[src/rtl/q_change_fifo.sv]
// Change detector on an upstream register output: every new value seen on an
// enabled edge is queued in a first-word fall-through FIFO, with a drop counter.
module q_change_fifo #(
  parameter int WIDTH = 8,
  parameter int DEPTH = 4
) (
  input  logic                       clk,
  input  logic                       rst_n,
  input  logic [WIDTH-1:0]           q_in,
  input  logic                       en,
  output logic [WIDTH-1:0]           out_data,
  output logic                       out_valid,
  input  logic                       out_ready,
  output logic                       full,
  output logic                       empty,
  output logic [$clog2(DEPTH):0]     level,
  output logic [7:0]                 drop_cnt
);

  localparam int AW = $clog2(DEPTH);
  localparam int LW = AW + 1;
  localparam logic [LW-1:0] LEVEL_ONE  = LW'(1);
  localparam logic [LW-1:0] LEVEL_FULL = LW'(DEPTH);
  localparam logic [AW-1:0] PTR_ONE    = AW'(1);

  logic [WIDTH-1:0] mem [DEPTH];
  logic [WIDTH-1:0] prev;
  logic             primed;
  logic [AW-1:0]    wr_ptr;
  logic [AW-1:0]    rd_ptr;

  logic change;
  logic pop;
  logic push;
  logic drop;

  assign full      = (level == LEVEL_FULL);
  assign empty     = (level == '0);
  assign out_valid = !empty;
  assign out_data  = mem[rd_ptr];

  // A full FIFO still takes a push when the head leaves on the same edge.
  assign change = en && primed && (q_in != prev);
  assign pop    = out_valid && out_ready;
  assign push   = change && (!full || pop);
  assign drop   = change && full && !pop;

  // NOTE: sequential state uses non-blocking assignments so every register
  // samples pre-edge values, independent of statement order.
  always_ff @(posedge clk or negedge rst_n) begin
    if (!rst_n) begin
      prev     <= '0;
      primed   <= 1'b0;
      wr_ptr   <= '0;
      rd_ptr   <= '0;
      level    <= '0;
      drop_cnt <= '0;
    end else begin
      if (en) begin
        prev   <= q_in;
        primed <= 1'b1;
      end
      // Pointers are exactly AW bits wide, so DEPTH being a power of two gives the wrap.
      if (push) wr_ptr <= wr_ptr + PTR_ONE;
      if (pop)  rd_ptr <= rd_ptr + PTR_ONE;
      if (push && !pop)      level <= level + LEVEL_ONE;
      else if (pop && !push) level <= level - LEVEL_ONE;
      if (drop && drop_cnt != 8'hFF) drop_cnt <= drop_cnt + 8'd1;
    end
  end

  // NOTE: storage has no reset; an entry is only ever read after it was written,
  // so clearing it would just cost a reset net on every bit.
  always_ff @(posedge clk) begin
    if (push) mem[wr_ptr] <= q_in;
  end

endmodule

[config.mk]
export PLATFORM = sky130hd
export DESIGN_NAME = q_change_fifo
export DESIGN_NICKNAME = d
export VERILOG_FILES = /design/src/rtl/q_change_fifo.sv
export SDC_FILE = /design/constraint.sdc
export NUM_CORES = 1
export LEC_CHECK = 0
export BUFFER_PORTS_ARGS = -buffer_cell sky130_fd_sc_hd__buf_2
export CAP_MARGIN = 20
export CORE_MARGIN = 1
export CORE_UTILIZATION = 55
export CTS_CLUSTER_SIZE = 40
export DETAILED_ROUTE_END_ITERATION = 8
export PLACE_DENSITY = 0.85
export SYNTH_ARGS = -nofsm -noshare
export SYNTH_HDL_FRONTEND = slang
export SYNTH_SLANG_ARGS = --single-unit
[constraint.sdc]
create_clock -name clk -period 3.5 [get_ports clk]
set_clock_uncertainty 0.2 [all_clocks]
set_input_delay 0.875 -clock clk [delete_from_list [all_inputs] [get_ports clk]]
set_output_delay 0.875 -clock clk [all_outputs]
set_load 0.02 [all_outputs]
-- Yosys cells after proc, flatten, opt, wreduce, memory -nomap -nowiden
Memory sizes are Yosys's and may differ from the RTL's.
Index checks and enable logic that the tools add are counted.
- logic and storage cells: 35
- register bits: 24
- memories: 1
- input bits: 12
- output and inout bits: 22
- RAM bits: 32
- memories (name ; depth ; width ; read ports ; clocked after memory_dff ; write ports ; line ; source):
    mem ; 4 ; 8 ; 1 ; 0 ; 1 ; 26 ; logic [WIDTH-1:0] mem [DEPTH];
- equality and inequality tests: 3
- muxes and demuxes: 4
- reduce and logical (&&, ||, !) cells: 16
- add/sub/neg operators: 5
- operator list (operator ; count):
    1-bit logical AND ; 9
    8-bit by 1-bit adder with 8-bit output (second input constant) ; 1
    8-bit inequality test ; 1
    8-bit inequality test (second input constant) ; 1
    3-bit two-way mux ; 2
    2-bit by 1-bit adder with 2-bit output (second input constant) ; 2
    1-bit logical NOT ; 4
    3-bit by 1-bit adder with 3-bit output (second input constant) ; 1
    3-bit equality test (second input constant) ; 1
    3-bit logical NOT ; 1
    3-bit by 1-bit subtractor with 3-bit output (second input constant) ; 1
    1-bit two-way mux ; 2
    2-bit nonzero test ; 1
    1-bit logical OR ; 1

-- Longest topological paths before layout
Gate-level depths: netlist of run 1.
- depth after elaboration: 9
- gate-level depth with buffers: 10
- gate-level depth less buffers: 10

-- Worst setup path before layout of run 1
OpenSTA, ideal clock, no wires.
- kind: input port to flip-flop
- start point: input port q_in[3]
- end point: register level[2]
- required time: 3.220 ns
- library setup time: 0.080 ns
- data arrival time: 2.699 ns
- buffers on the path: 0
- cell stages on the path: 10
- setup slack: 0.521 ns
- cell sequence: xnor2_1 > nand4_1 > nor2_1 > nor3_1 > ha_1 > inv_1 > fa_1 > xor2_1 > nor2_1 > xor2_1
- word-level cells in the longest chain between the ends: 6
- elaborated cells between the ends (all ways): 8
- classes of those cells: eq/ne (1); mux (1); reduce/logical (6)
- RTL lines (what ; line ; source):
    start, declared ; 9 ; input logic [WIDTH-1:0] q_in,
    8-bit inequality test (*) ; 43 ; assign change = en && primed && (q_in != prev);
    1-bit logical AND (*) ; 43 ;
    1-bit logical AND (*) ; 45 ; assign push = change && (!full || pop);
    via push ; 34 ; logic push;
    1-bit logical NOT ; 67 ; else if (pop && !push) level <= level - LEVEL_ONE;
    1-bit logical AND ; 67 ;
    2-bit nonzero test (no line) ; -- ;
    end signal, assigned ; 66 ; if (push && !pop) level <= level + LEVEL_ONE;
    end signal, assigned ; 67 ;
    end, declared ; 16 ; output logic [$clog2(DEPTH):0] level,
The timed path passes the listed nets; every way through them passes the cells marked *.
A chain may end at the register's enable or synchronous reset.

-- Final worst setup path of run 1
- start point: register rd_ptr[0]
- end point: output port out_data[4]
- word-level cells in the longest chain between the ends: 1
- RTL lines (what ; line ; source):
    start, declared ; 30 ; logic [AW-1:0] rd_ptr;
    start signal, assigned ; 65 ; if (pop) rd_ptr <= rd_ptr + PTR_ONE;
    memory 4 x 8 bit ; -- ;
    end, declared ; 11 ; output logic [WIDTH-1:0] out_data,
No other way between the ends.

==> results by group, run 1 <==
Flow run
  – Max-cap violations: 0

Setup path
  – WP data required: 2.42 ns
  – Slowest stage cell, crit path: dfrtp_1
  – Critical Path Source: rd_ptr[0]$_DFFE_PN0N_
  – CP cell instances: mux4_2 -> buf_2
  – Reg2reg setup slack: 1.09 ns
  – Worst R2R Start: prev[3]$_DFFE_PN0P_
  – CP Depth: 2
  – Bufs and invs on worst path: 1
  – Critical path's top delay family: flip-flops
  – Critical path fanouts, max: 10
  – Crit path kind: flop to primary output
  – R2r endpoint: level[2]$_DFFE_PN0P_
  – CP arrival: 1.79 ns
  – Reg2Reg Depth: 10
  – Critical path's largest stage delay: 0.73 ns
  – Setup crit start kind: flop
  – Critical Path End Type: primary output
  – Crit path to: out_data[4]

STA
  – Slew Limit Fails: 0
  – Hold_ws: 0.293 ns
  – Setup tns final: 0 ns
  – Period utilization: 81.8%
  – Worst slew pin tran: 0.591 ns
  – Max-slew headroom: 60.6%
  – RSZ-0062 raised after global routing: no
  – Final Setup Violations: 0
  – Worst setup margin: 0.637 ns
  – Fin. Hold Viols: 0
  – Final min period: 2.86 ns
  – F_max: 349 MHz

Yosys
  – Seq cells post-synth: 56
  – Syn Std Cell Area: 2370 sq um
  – EDFF count, synth: 32
  – Yosys warning count: 0
  – Sequential share of the synthesized area: 65.9%
  – Top-area cell type share of the netlist area: 40.5%
  – Syn Nets: 160
  – Synth Instances: 141
  – Netlist cell types: 26
  – Top FF cell, synth: edfxtp_1
  – Fraction of registers with async set/reset: 42.9%
  – Top cells by count, synth: 32 x edfxtp_1, 24 x dfrtp_1, 12 x xnor2_1
  – Most frequent cell after synthesis: edfxtp_1
  – Syn Area/Cell: 16.8 sq um
  – Post-synth top area cell: edfxtp_1
  – Main area contributors after synthesis: edfxtp_1 41%, dfrtp_1 25%, mux4_2 7.6%

Route
  – Drt pass-1 iters: 4
  – Routed vias: 1,311
  – Final wirelength: 4.04 mm
  – DR DRC count: 0
  – Post-route ant nets: 0
  – Via density: 5.68
  – Wire per inst: 17.5 um
  – DRT iter0 DRCs: 65

Place
  – Dpl ws: 0.463 ns
  – Placed Area: 2600 sq um
  – GP Congestion: 0.849
  – Placed Cells: 223
  – Post-DP HPWL: 2.94 mm
  – # port buffers: 33

Global route
  – GRT Total Usage: 20.6%
  – First-pass GRT wire length: 6.49 mm
  – Number of global-route vias before repair: 1,364
  – Overflow after GRT: 0
  – Largest net degree at the start of global routing: 25
  – Initial antenna violation count: 0

Floorplan
  – Initial Utilization: 58.4%
  – Core Rows: 23
  – Core Area: 4060 sq um
  – Die Area: 4580 sq um
  – IO Pins: 34
  – DIE WIDTH: 67.7 um
  – Die H: 67.7 um

Layout
  – # nets final: 199
  – Number of diodes: 0
  – Multi-input logic area: 782 sq um
  – Layout cell share with drive strength beyond 1: 37.0%
  – Filler cells: 268
  – Finished layout cell area: 2710 sq um
  – Utilization after layout: 66.8%
  – Final std cells w/o fill: 231
  – Register Area: 1560 sq um
  – Area Overhead vs Synth: 14.2%

Min path
  – Hold Path Class: flop to flop
  – HP Start: drop_cnt[7]$_DFFE_PN0P_

Clock tree
  – Cts-stage hold buffer count: 0
  – Setup Buffers After CTS: 0
  – Clock Latency Late Sink: 0.31 ns
  – CTS Buffer Depth: 2
  – Post_cts resized: 0
  – CTS tree: yes
  – Clk sinks: 56
  – H-tree depth: 2
  – CTS clock-pin slew for the worst setup and hold paths: 0.09 ns
  – Cts bufs inserted: 5
  – Clock Tree Root: clkbuf_8

Power and ir drop
  – Leak pwr: 1.11 nW
  – Pwr dens: 753 nW/um^2
  – Total Power: 2.04 mW
  – Worst vdd ir: 0.390 mV

Run status
  – Status: finished clean
## power breakdown
group          switching, mW  internal [mW]
combinational          0.344          0.302
sequential             0.138          0.845
clock                  0.199          0.212
## placed cells by master (no fill, tap or decap), types with 5 or more instances in the layout
| cell type | instances |
|---|---|
| mux2_2 | 11 |
| buf_2 | 33 |
| nand3_1 | 5 |
| ha_1 | 6 |
| dfrtp_1 | 24 |
| xnor2_1 | 12 |
| xor2_1 | 9 |
| clkbuf_8 | 5 |
| mux4_2 | 8 |
| edfxtp_1 | 32 |
## cells by family after synthesis
kind of cell / share of synthesized area [%]
DFF: 65.9
muxes: 12.8
xor gates and xnor gates: 7.76
AOI/OAI and AO/OA: 0.211
buffers and inverters: 1.16
adders and majority gates: 4.01
and+or+nand+nor: 8.18
## how the worst min path moves through the flow
| stage | endpoint | cells after the start |
|---|---|---|
| 2_1_floorplan | primed$_DFFE_PN0P_ | 1 |
| 3_3_place_gp | drop_cnt[6]$_DFFE_PN0P_ | 1 |
| 3_5_place_dp | drop_cnt[7]$_DFFE_PN0P_ | 1 |
| 4_1_cts | drop_cnt[7]$_DFFE_PN0P_ | 1 |
| 5_1_grt | drop_cnt[7]$_DFFE_PN0P_ | 1 |
| 6_report | drop_cnt[7]$_DFFE_PN0P_ | 1 |
## cell type report
cell class	count	share of cell area, %
Sequential cell	56	57.6
Multi-Input combinational cell	78	28.9
Timing Repair Buffer	35	6.65
Clock buffer	6	2.68
Tap cell	50	2.31
Clock inverter	2	1.29
Inverter	4	0.554
## routing by layer
layer	global-route usage (%)	vias to the layer above	share of wire, %
li1	-	602	-
met1	24.3	670	43
met2	34.2	29	52
met3	4.22	10	3.0
met4	13.0	0	2.5
met5	0	-	0
## state kept, by name (all words and copies together) (netlist names)
| name | count |
|---|---|
| prev | 8 |
| wr_ptr | 2 |
| primed | 1 |
| rd_ptr | 2 |
| level | 3 |
| drop_cnt | 8 |
| mem | 32 |
Power figures use the tool's default switching activity.
==> inputs of run 2 (changes only) <==
--- a/config.mk
+++ b/config.mk
@@ -8,10 +8,10 @@
 export BUFFER_PORTS_ARGS = -buffer_cell sky130_fd_sc_hd__buf_2
 export CAP_MARGIN = 20
 export CORE_MARGIN = 1
-export CORE_UTILIZATION = 55
+export CORE_UTILIZATION = 50
 export CTS_CLUSTER_SIZE = 40
 export DETAILED_ROUTE_END_ITERATION = 8
-export PLACE_DENSITY = 0.85
+export PLACE_DENSITY = 0.82
 export SYNTH_ARGS = -nofsm -noshare
 export SYNTH_HDL_FRONTEND = slang
 export SYNTH_SLANG_ARGS = --single-unit
==> constraint.sdc (replaced) <==
create_clock -name clk -period 2.5 [get_ports clk]
set_clock_uncertainty 0.2 [all_clocks]
set_input_delay 0.625 -clock clk [delete_from_list [all_inputs] [get_ports clk]]
set_output_delay 0.625 -clock clk [all_outputs]
set_load 0.02 [all_outputs]
==> results by group, run 2 (synthesized netlist as in run 1, its figures left out) <==
Run status
  – Status: finished clean

Power and ir drop
  – Worst vdd ir: 0.514 mV (+32%)
  – Leak pwr: 1.15 nW (+3.5%)
  – Pwr dens: 1010 nW/um^2 (+34%)

STA
  – Slew Limit Fails: 0 (unchanged)
  – Final min period: 2.42 ns
  – Worst slew pin tran: 0.551 ns (-0.0399 ns)
  – F_max: 413 MHz
  – Hold_ws: 0.0971 ns (-0.196 ns)
  – Fin. Hold Viols: 0 (unchanged)
  – Worst setup margin: 0.0767 ns (-0.560 ns)
  – Period utilization: 96.9%
  – Final Setup Violations: 0 (unchanged)
  – RSZ-0062 raised after global routing: no
  – Max-slew headroom: 63.3% (+2.7 points)

Layout
  – Max reg flops: 32 (unchanged)
  – Biggest register: mem
  – Commonest non-fill, non-tap cell in the layout: buf_2
  – Utilization after layout: 62.8% (-3.9 points)
  – # nets final: 209 (+5.0%)
  – Filler cells: 347 (+29%)
  – Final std cells w/o fill: 243 (+5.2%)
  – Layout cell share with drive strength beyond 1: 41.9% (+4.9 points)
  – Area Overhead vs Synth: 17.8%
  – Regs by FF count: mem x32, drop_cnt x8, prev x8
  – Most frequent cells in the layout: 33 x buf_2, 32 x edfxtp_1, 22 x dfrtp_1
  – Number of diodes: 0 (unchanged)

Clock tree
  – CTS tree: yes
  – CTS Buffer Depth: 2 (unchanged)
  – H-tree depth: 2 (unchanged)
  – Clock Tree Root: clkbuf_8
  – Clock Latency Late Sink: 0.30 ns (about the same)
  – Clk sinks: 56 (unchanged)
  – CTS clock-pin slew for the worst setup and hold paths: 0.09 ns (about the same)
  – Cts-stage hold buffer count: 0 (unchanged)
  – Cts bufs inserted: 5 (unchanged)

Setup path
  – Crit path kind: flop to primary output
  – Critical path's largest stage delay: 0.51 ns (-0.22 ns)
  – CP cell instances: buf_12 -> mux4_2 -> buf_2
  – Critical path fanouts, max: 8 (-2)
  – Setup crit start kind: flop
  – Bufs and invs on worst path: 2 (+1)
  – WP data required: 1.67 ns (-0.75 ns)
  – Slowest stage cell, crit path: mux4_2
  – Critical path's top delay family: multiplexers
  – Critical Path End Type: primary output
  – CP arrival: 1.60 ns (-0.19 ns)

Route
  – Drt pass-1 iters: 8 (+4)
  – Via density: 5.53 (-2.5%)
  – Routed vias: 1,344 (+2.5%)
  – Final wirelength: 4.13 mm (+2.3%)
  – DRT iter0 DRCs: 71 (+9.2%)
  – Post-route ant nets: 0 (unchanged)
  – Wire per inst: 17.0 um (-2.7%)
  – DR DRC count: 0 (unchanged)

Place
  – Dpl ws: -0.164 ns (-0.627 ns)
  – GP Congestion: 0.869 (+2.4%)
  – Post-DP HPWL: 3.04 mm (+3.6%)
  – Placed Cells: 235 (+5.4%)
  – # port buffers: 33 (unchanged)

Floorplan
  – IO Pins: 34 (unchanged)
  – Die Area: 5020 sq um (+9.7%)
  – DIE WIDTH: 70.9 um (+4.7%)
  – Core Rows: 24 (+4.3%)
  – Initial Utilization: 53.4% (-5.1 points)
  – Die H: 70.9 um (+4.7%)
  – Core Area: 4440 sq um (+9.5%)

Global route
  – Number of global-route vias before repair: 1,403 (+2.9%)
  – Initial antenna violation count: 0 (unchanged)
  – GRT Total Usage: 18.6% (-2.0 points)
  – Largest net degree at the start of global routing: 25 (unchanged)
  – First-pass GRT wire length: 6.84 mm (+5.4%)
  – Overflow after GRT: 0 (unchanged)

Flow run
  – Max-cap violations: 0 (unchanged)

Min path
  – Hold Path Class: primary input to asynchronous set/reset pin
run 2: cell count changes in the layout (fill, tap and decap cells not counted), sizes merged:
| cell | change |
|---|---|
| clkbuf | +1 |
| buf | +10 |
| bufinv | -1 |
run 2: path summary, 6_finish.rpt:
path                                               from                       to  slack [ns]  depth (start not counted)
worst min-delay path                              rst_n  drop_cnt[7]$_DFFE_PN0P_         0.1                          1
min in group clk                drop_cnt[6]$_DFFE_PN0P_  drop_cnt[6]$_DFFE_PN0P_        0.32                          1
worst min register to register  drop_cnt[6]$_DFFE_PN0P_  drop_cnt[6]$_DFFE_PN0P_        0.32                          1
worst max-delay path              rd_ptr[0]$_DFFE_PN0N_              out_data[3]        0.08                          3
worst max register to register     level[1]$_DFFE_PN0P_     level[2]$_DFFE_PN0P_        0.17                          8
max in group asynchronous                         rst_n     level[0]$_DFFE_PN0P_        1.61                          1
run 2: report_power, final:
part | total, mW | leakage [nW] | switching [mW] | internal (mW)
clock network | 0.458 | 0.0399 | 0.263 | 0.196
logic | 1.00 | 0.525 | 0.527 | 0.473
registers | 1.35 | 0.584 | 0.164 | 1.19
total | 2.81 | 1.15 | 0.954 | 1.86
run 2: layer usage:
layer	up-vias	share of wire [%]	track usage [%]
met5	-	0	0
met2	39	54	34.4
met4	0	1.4	6.00
met3	7	4.4	4.42
met1	676	40	21.3
li1	622	-	-
run 2: area by class of cell:
class / instances / area [sq um] / area share, %
Sequential cell: 56 / 1560 / 56.0
Clock buffer: 7 / 76.3 / 2.73
Clock inverter: 1 / 3.75 / 0.134
Tap cell: 52 / 65.1 / 2.33
Multi-Input combinational cell: 78 / 801 / 28.7
Timing Repair Buffer: 45 / 268 / 9.59
Inverter: 4 / 15.0 / 0.538
run 2: per-stage QoR:
stage          cell area [sq um]  setup TNS [ns]  power, mW
3_5_place_dp                2710          -0.319       2.39
3_3_place_gp                2710          -0.118       2.32
4_1_cts                     2790               0       2.84
5_1_grt                     2790               0       2.98
6_report                    2790               0       2.81
2_1_floorplan               2380               0       2.03
run 2: timing repair:
item | CTS | global route
endpoints found under the setup margin | 0 | 1
gates resized for setup | 0 | 3
setup buffers | 0 | 0
